File: src/rtl/dac_spi_driver.sv
// dac_spi_driver
// Serialises 12-bit unsigned samples as 16-bit frames {4'b0000, sample} for a
// DAC121S101-class converter (Pmod DA2). MSB first, SCLK idles high, DIN only
// changes on SCLK rising edges, so the DAC samples stable data on the falling edge.
// Build option: define DAC_DUAL_EN to add a second data line (DATA_B -> DIN_B)
// shifted in lockstep with DIN and sharing SCLK/SYNC_N.
module dac_spi_driver #(
    parameter int unsigned CLK_DIV    = 2,  // system clocks per SCLK half-period, 1..255
    parameter int unsigned GAP_CYCLES = 4   // SYNC_N high time after a frame, 1..255
) (
    input  logic        CLK,
    input  logic        RESET_N,
    input  logic [11:0] DATA,
    input  logic        VALID,
    output logic        READY,
    output logic        SCLK,
    output logic        SYNC_N,
    output logic        DIN,
`ifdef DAC_DUAL_EN
    input  logic [11:0] DATA_B,
    output logic        DIN_B,
`endif
    output logic        DONE
);

    localparam logic [7:0] DIV_LAST = 8'(CLK_DIV - 32'd1);
    localparam logic [7:0] GAP_LAST = 8'(GAP_CYCLES - 32'd1);
    localparam logic [3:0] LAST_BIT = 4'd15;

    typedef enum logic [1:0] {
        ST_IDLE  = 2'd0,
        ST_SHIFT = 2'd1,
        ST_GAP   = 2'd2
    } state_t;

    state_t      state_r;
    logic [15:0] shift_r;
    logic [7:0]  div_r;
    logic [3:0]  bit_cnt_r;
    logic [7:0]  gap_cnt_r;
    logic        ready_r;
    logic        sclk_r;
    logic        sync_n_r;
    logic        done_r;

    logic        accept_s;
    logic        phase_end_s;
    logic        rise_s;
    logic        frame_end_s;

    // Decode handshake acceptance and the end of each SCLK half-period.
    always_comb begin
        accept_s    = (state_r == ST_IDLE) && ready_r && VALID;
        phase_end_s = (state_r == ST_SHIFT) && (div_r == DIV_LAST);
        rise_s      = phase_end_s && !sclk_r && (bit_cnt_r != LAST_BIT);
        frame_end_s = phase_end_s && !sclk_r && (bit_cnt_r == LAST_BIT);
    end

    // Frame sequencer: latch a sample, pace the SCLK phases, then hold the gap.
    always_ff @(posedge CLK or negedge RESET_N) begin
        if (!RESET_N) begin
            state_r   <= ST_IDLE;
            shift_r   <= 16'h0000;
            div_r     <= 8'd0;
            bit_cnt_r <= 4'd0;
            gap_cnt_r <= 8'd0;
            ready_r   <= 1'b1;
            sclk_r    <= 1'b1;
            sync_n_r  <= 1'b1;
            done_r    <= 1'b0;
        end else begin
            done_r <= 1'b0;
            case (state_r)
                ST_IDLE: begin
                    if (accept_s) begin
                        // Bits 15:12 are zero: two don't-care bits plus normal-operation mode.
                        state_r   <= ST_SHIFT;
                        shift_r   <= {4'b0000, DATA};
                        div_r     <= 8'd0;
                        bit_cnt_r <= 4'd0;
                        ready_r   <= 1'b0;
                        sync_n_r  <= 1'b0;
                        sclk_r    <= 1'b1;
                    end else begin
                        ready_r <= 1'b1;
                    end
                end
                ST_SHIFT: begin
                    if (frame_end_s) begin
                        // Closing rise of the 16th bit coincides with SYNC_N rising.
                        state_r   <= ST_GAP;
                        shift_r   <= 16'h0000;
                        div_r     <= 8'd0;
                        bit_cnt_r <= 4'd0;
                        gap_cnt_r <= 8'd0;
                        sclk_r    <= 1'b1;
                        sync_n_r  <= 1'b1;
                        done_r    <= 1'b1;
                    end else if (rise_s) begin
                        shift_r   <= {shift_r[14:0], 1'b0};
                        div_r     <= 8'd0;
                        bit_cnt_r <= bit_cnt_r + 4'd1;
                        sclk_r    <= 1'b1;
                    end else if (phase_end_s) begin
                        div_r  <= 8'd0;
                        sclk_r <= 1'b0;
                    end else begin
                        div_r <= div_r + 8'd1;
                    end
                end
                ST_GAP: begin
                    if (gap_cnt_r == GAP_LAST) begin
                        state_r <= ST_IDLE;
                        ready_r <= 1'b1;
                    end else begin
                        gap_cnt_r <= gap_cnt_r + 8'd1;
                    end
                end
                default: begin
                    state_r   <= ST_IDLE;
                    shift_r   <= 16'h0000;
                    div_r     <= 8'd0;
                    bit_cnt_r <= 4'd0;
                    gap_cnt_r <= 8'd0;
                    ready_r   <= 1'b1;
                    sclk_r    <= 1'b1;
                    sync_n_r  <= 1'b1;
                end
            endcase
        end
    end

`ifdef DAC_DUAL_EN
    logic [15:0] shift_b_r;

    // Channel B shift register, loaded and advanced on the same strobes as channel A.
    always_ff @(posedge CLK or negedge RESET_N) begin
        if (!RESET_N) begin
            shift_b_r <= 16'h0000;
        end else if (accept_s) begin
            shift_b_r <= {4'b0000, DATA_B};
        end else if (rise_s) begin
            shift_b_r <= {shift_b_r[14:0], 1'b0};
        end else if (frame_end_s || (state_r != ST_SHIFT)) begin
            shift_b_r <= 16'h0000;
        end else begin
            shift_b_r <= shift_b_r;
        end
    end

    assign DIN_B = shift_b_r[15];
`endif

    // Every output is a flop (DIN is the MSB of the shift register).
    assign READY  = ready_r;
    assign SCLK   = sclk_r;
    assign SYNC_N = sync_n_r;
    assign DIN    = shift_r[15];
    assign DONE   = done_r;

endmodule

File: config.mk
export PLATFORM = sky130hd
export DESIGN_NAME = dac_spi_driver
export DESIGN_NICKNAME = d
export VERILOG_FILES = /design/src/rtl/dac_spi_driver.sv
export SDC_FILE = /design/constraint.sdc
export NUM_CORES = 1
export LEC_CHECK = 0
export BUFFER_PORTS_ARGS = -buffer_cell sky130_fd_sc_hd__buf_2
export CELL_PAD_IN_SITES_DETAIL_PLACEMENT = 1
export CELL_PAD_IN_SITES_GLOBAL_PLACEMENT = 1
export CORE_UTILIZATION = 41
export DETAILED_ROUTE_END_ITERATION = 16
export GPL_TIMING_DRIVEN = 0
export PLACE_DENSITY = 0.77
export SYNTH_ARGS = -nofsm -noshare
export SYNTH_HDL_FRONTEND = slang
export SYNTH_SLANG_ARGS = --single-unit
File: constraint.sdc
create_clock -name CLK -period 1.5 [get_ports CLK]
set_input_delay 0.075 -clock CLK [delete_from_list [all_inputs] [get_ports CLK]]
set_output_delay 0.075 -clock CLK [all_outputs]
set_load 0.005 [all_outputs]
After elaboration in Yosys (flattened, before gate mapping)
Index checks and enable logic that the tools add are counted.
Storage, ports and cells
  input port bits: 15
  output and inout port bits: 5
  register bits: 42
Operators by class
  reduce and logical (&&, ||, !) cells: 15
  equal/unequal tests: 12
  bitwise gates (word level): 3
  mux-type cells: 33
  add/sub/neg operators: 3
Operators by type and width (count)
  16-bit 2-to-1 mux: 3
  8-bit 2-to-1 mux: 6
  16-bit case mux with 3 select lines: 1
  8-bit case mux with 3 select lines: 2
  8-bit by 1-bit adder with 8-bit output (second input constant): 2
  3-bit AND reduction: 5
  4-bit 2-to-1 mux: 3
  4-bit case mux with 3 select lines: 1
  1-bit 2-to-1 mux: 10
  1-bit case mux with 3 select lines: 3
  8-bit by 1-bit == test with 1-bit output (second input constant): 1
  8-bit by 2-bit == test with 1-bit output (second input constant): 1
  2-bit != test (second input constant): 4
  4-bit != test (second input constant): 2
  1-bit logical AND: 6
  2-bit 2-to-1 mux: 3
  2-bit case mux with 3 select lines: 1
  4-bit by 1-bit adder with 4-bit output (second input constant): 1
  4-bit == test (second input constant): 1
  2-bit AND reduction: 2
  3-bit != test (second input constant): 1
  1-bit inverter: 3
  2-bit by 1-bit == test with 1-bit output (second input constant): 1
  2-bit == test (second input constant): 1
  2 further kinds: 2

Longest topological paths before layout
  word-level depth: 7
  gate-level depth with buffers: 7
  gate-level depth less buffers: 6

Worst setup path before layout
Ideal clock, no wire load.
  path kind: register to register
  start point: register div_r[1]
  end point: register bit_cnt_r[2]
  data arrival time: 1.565 ns
  cell stages (with the launch flop): 7
  period minus slack after synthesis: 1.698 ns
  setup slack: -0.198 ns
  library setup time: 0.133 ns
  buffers on the path: 0
  cells stage by stage: dfrtp_1 -> inv_1 -> ha_1 -> nor4b_4 -> a21oi_1 -> o31ai_1 -> o41ai_1
On the way
  longest elaborated chain between the ends: 6
  elaborated cells on any way between the ends: 9
  those cells by class: 2 x eq/ne; 2 x mux; 5 x reduce/logical
RTL lines
  start: declaration: line 38  | logic [7:0] div_r;
  start signal: assignment: line 108  | div_r <= div_r + 8'd1;
  8-bit by 1-bit == test with 1-bit output (*): line 54  | phase_end_s = (state_r == ST_SHIFT) && (div_r == DIV_LAST);
  1-bit logical AND (*): line 54
  1-bit logical AND (*): line 55, 56
  1-bit logical AND, on equally long branches: line 55, 56
  3-bit != test (no line) or 4-bit 2-to-1 mux (tied branches)
  3-bit AND reduction (no line) or 4-bit case mux with 3 select lines (tied branches)
  end signal: assignment: line 102  | bit_cnt_r <= bit_cnt_r + 4'd1;
  end: declaration: line 39  | logic [3:0] bit_cnt_r;
Every way passes the cells marked *; elsewhere a longest branch is shown, timed or not.
A chain may end at the register's enable or synchronous reset.

Worst setup path in the final report
  start point: register div_r[0]
  end point: register shift_r[10]
On the way
  longest elaborated chain between the ends: 6
  elaborated cells on any way between the ends: 9
  those cells by class: 2 x eq/ne; 2 x mux; 5 x reduce/logical
RTL lines
  8-bit by 1-bit == test with 1-bit output (*): line 54
  1-bit logical AND (*): line 54
  1-bit logical AND (*): line 55, 56
  1-bit logical AND, on equally long branches: line 55, 56
  3-bit != test (no line) or 16-bit 2-to-1 mux (tied branches)
  3-bit AND reduction (no line) or 16-bit case mux with 3 select lines (tied branches)
  end signal: assignment: line 78  | shift_r <= {4'b0000, DATA};
  end signal: assignment: line 100  | shift_r <= {shift_r[14:0], 1'b0};
  end: declaration: line 37  | logic [15:0] shift_r;
Marked as above.

==> reports/metrics.yaml <==
drt:
  route.vias.total: 2027
  routedWlPerCell_um: 20.3
  drtPass1Iterations: 4
  ant_nets: 0
  viasPerCell: 5.79
  drt-total-wl_mm: 7.09
  drc: 0
  first_iter_violations: 67
floorplanning:
  dieArea_um2: 5550
  ios: 20
  initial_core_util: 0.424
  dieHeight_um: 74.5
  die_w_um: 74.5
  core.rowCount: 26
  core-area_um2: 5070
yosys:
  yosysTopAreaCell: "dfrtp_1"
  netlist.area_leader.share: 0.453
  ys.flop_type: "dfrtp_1"
  syn-mean-instance-area_um2: 9.66
  synth_top_family_by_area: "compound AO/OA/AOI/OAI gates"
  synth_compound_area_frac: 0.279
  synth_seq_cells: 42
  postSynthCellCount: 223
  synth-simple-area-share: 0.152
  seq_area_frac_synth: 0.490
  synthAdderAreaFrac: 0.0232
  ys_warn_count: 0
  synth_edf_count: 0
  synthXorXnorAreaFrac: 0.00407
  synth_area_um2: 2150
  ys_async_sr_fraction: 1.00
  synthMuxAreaShare: 0.0139
  synthTopCellsByArea: "dfrtp_1 45%, a21oi_1 7.2%, o21ai_0 6.5%"
  syn_nets: 242
  ys_types: 42
timing:
  finalWorstSetupSlack_ps: -254
  setup_tns_ps: -6460
  worst_pin_slew_ps: 985
  min_period_over_period: 1.17
  post-route-min-period_ps: 1750
  finalClockSkew_ps: 8.47
  timing.fmax_mhz: 570
  slew_violations: 0
  hold_viol: 0
  rsz0062_at_grt: "true"
  finalSetupViolations: 42
  hold_ws_ps: 6.11
  slew_headroom: 0.343
worst_setup_path:
  path_cells: "ha_4 -> nor4b_4 -> buf_6 -> buf_4 -> a21oi_4 -> nor2_4 -> buf_6 -> a21oi_2"
  worstSetupPathType: "flop to flop"
  crit_top_cell: "buf_6"
  cp_top_family: "buffers and inverters"
  crit_buf_inv: 3
  critPathLaunchType: "flop"
  crit_path_end_kind: "flop"
  cpMaxStageDelayCell: "dfrtp_1"
  critPathMaxFanout: 6
  cp.required_ps: 1730
  cpPeakStageDelay_ps: 430
  arrival_ps: 1990
placed_design:
  gp_congestion: 0.744
  dp_slack_ps: -553
  dpl.cell_count: 312
  dpl_cell_area_um2: 2350
  portBuffers: 19
  dpl.hpwl_mm: 3.57
finish:
  fin_cells: 350
  syn2layout_area_growth_pct: 41.4
  diodes: 0
  final_area_um2: 3040
  fillers: 584
  final_cell_mix: "33 x dfrtp_1, 24 x buf_4, 20 x buf_2, 18 x a21oi_1, 17 x o21ai_1"
  utilization: 0.600
  final_nets: 298
  drive_above_1_share: 0.493
  final_common_cell: "dfrtp_1"
hold_path:
  hold_class: "input port to flop"
grt:
  grt_usage: 0.260
  grt_max_degree: 43
  grt_pass1_vias: 2113
  grt-ovfl-total: 0
  grt_pass1_wl_mm: 10.6
  antenna_found_initial: 0
run:
  drv_cap: 0
power_and_ir_drop:
  power_density_nw_per_um2: 1770
  ir_worst_vdd_mv: 0.833
  total_leakage_power_nw: 1.31
  p_total_mw: 5.39
clock_tree:
  clk_pin_slew_ps: 90
  htreeDepth: 2
  clk_latency_ps: 310
  cts_root_buffer: "clkbuf_8"
  cts_num_sinks: 42
  cts_buffer_depth: 2
  cts_tree: "done"
  numCtsBuffers: 5
status:
  status: "finished, violations left"
  violations: "negative setup slack"
cells in the mapped netlist, types with 2 or more instances:
cell type / number
nand3_1: 9
a31oi_1: 6
buf_2: 4
a22oi_1: 11
a21o_2: 2
nand2_1: 19
nor2b_1: 2
o21bai_1: 2
mux2i_1: 3
and3_1: 4
nor2_1: 9
inv_1: 5
o31ai_1: 4
or4_1: 2
clkbuf_1: 6
a21oi_1: 31
nand2b_1: 4
ha_1: 4
o22ai_1: 2
dfrtp_1: 39
a41oi_1: 4
o211a_1: 2
o21ai_0: 28
dfstp_2: 3
routing by layer:
metal	routed length, µm	up-vias	track usage	part of all wire
met4	163	0	0.0713	0.023
met5	0	-	0	0
met3	210	15	0.0542	0.030
met1	2920	1033	0.299	0.41
met2	3790	37	0.485	0.53
li1	-	942	-	-
worst reg2reg max path, delay by kind of cell, from the launching register on:
kind / cells / cell delay [ps]
AOI/OAI and AO/OA: 2 / 420
DFF: 1 / 430
and+or+nand+nor: 2 / 210
adders and majority gates: 1 / 180
buffers and inverters: 3 / 450
kinds of logic (layout without fill, tap and decap cells):
family,Yosys count,after routing
multiplexers,3,3
buffers and inverters,17,74
adder cells (fa/ha/maj),4,4
AND/OR/NAND/NOR,59,59
XOR/XNOR,1,1
AO/OA/AOI/OAI,97,97
flip-flops,42,42
sequential cells by signal (all words and copies together), names as in the netlist, 2 cells and up:
signal and count:
gap_cnt_r 8, div_r 8, bit_cnt_r 4, state_r 2
shift_r 16
cell type report:
type	instances	area [µm²]	share of cell area
multi-input combinational	164	1310	0.431
sequential	42	1060	0.349
timing repair buffer	50	365	0.120
buffer	11	88.8	0.0292
tap	70	87.6	0.0288
clock buffer	6	72.6	0.0238
clock inverter	2	37.5	0.0123
inverter	5	18.8	0.00617
worst paths after layout:
| path | cells after the start | start | end | slack [ps] |
|---|---|---|---|---|
| max in group asynchronous | 2 | RESET_N | gap_cnt_r[1]$_DFFE_PN0P_ | 340 |
| setup reg to reg | 8 | div_r[0]$_DFFE_PN0P_ | shift_r[10]$_DFFE_PN0P_ | -250 |
| setup / recovery | 8 | div_r[0]$_DFFE_PN0P_ | shift_r[10]$_DFFE_PN0P_ | -250 |
| min in group asynchronous | 2 | RESET_N | gap_cnt_r[2]$_DFFE_PN0P_ | 470 |
| hold reg to reg | 2 | shift_r[13]$_DFFE_PN0P_ | shift_r[13]$_DFFE_PN0P_ | 510 |
| hold / removal | 3 | DATA[0] | shift_r[0]$_DFFE_PN0P_ | 6 |
report_power, final:
part           leakage, nW  internal, mW  switching, mW
Clock               0.0514         0.498          0.438
Sequential           0.510          1.53          0.387
Combinational        0.748          1.21           1.33
Total                 1.31          3.23           2.16
repair_timing:
action,4_1_cts,5_1_grt
pin swaps,40,17
gates cloned,1,1
setup buffers,22,6
endpoints found under the setup margin,42,42
hold buffers,1,0
resized for setup,81,33
hold endpoints to repair,39,0
(Power assumes the default switching activity.)
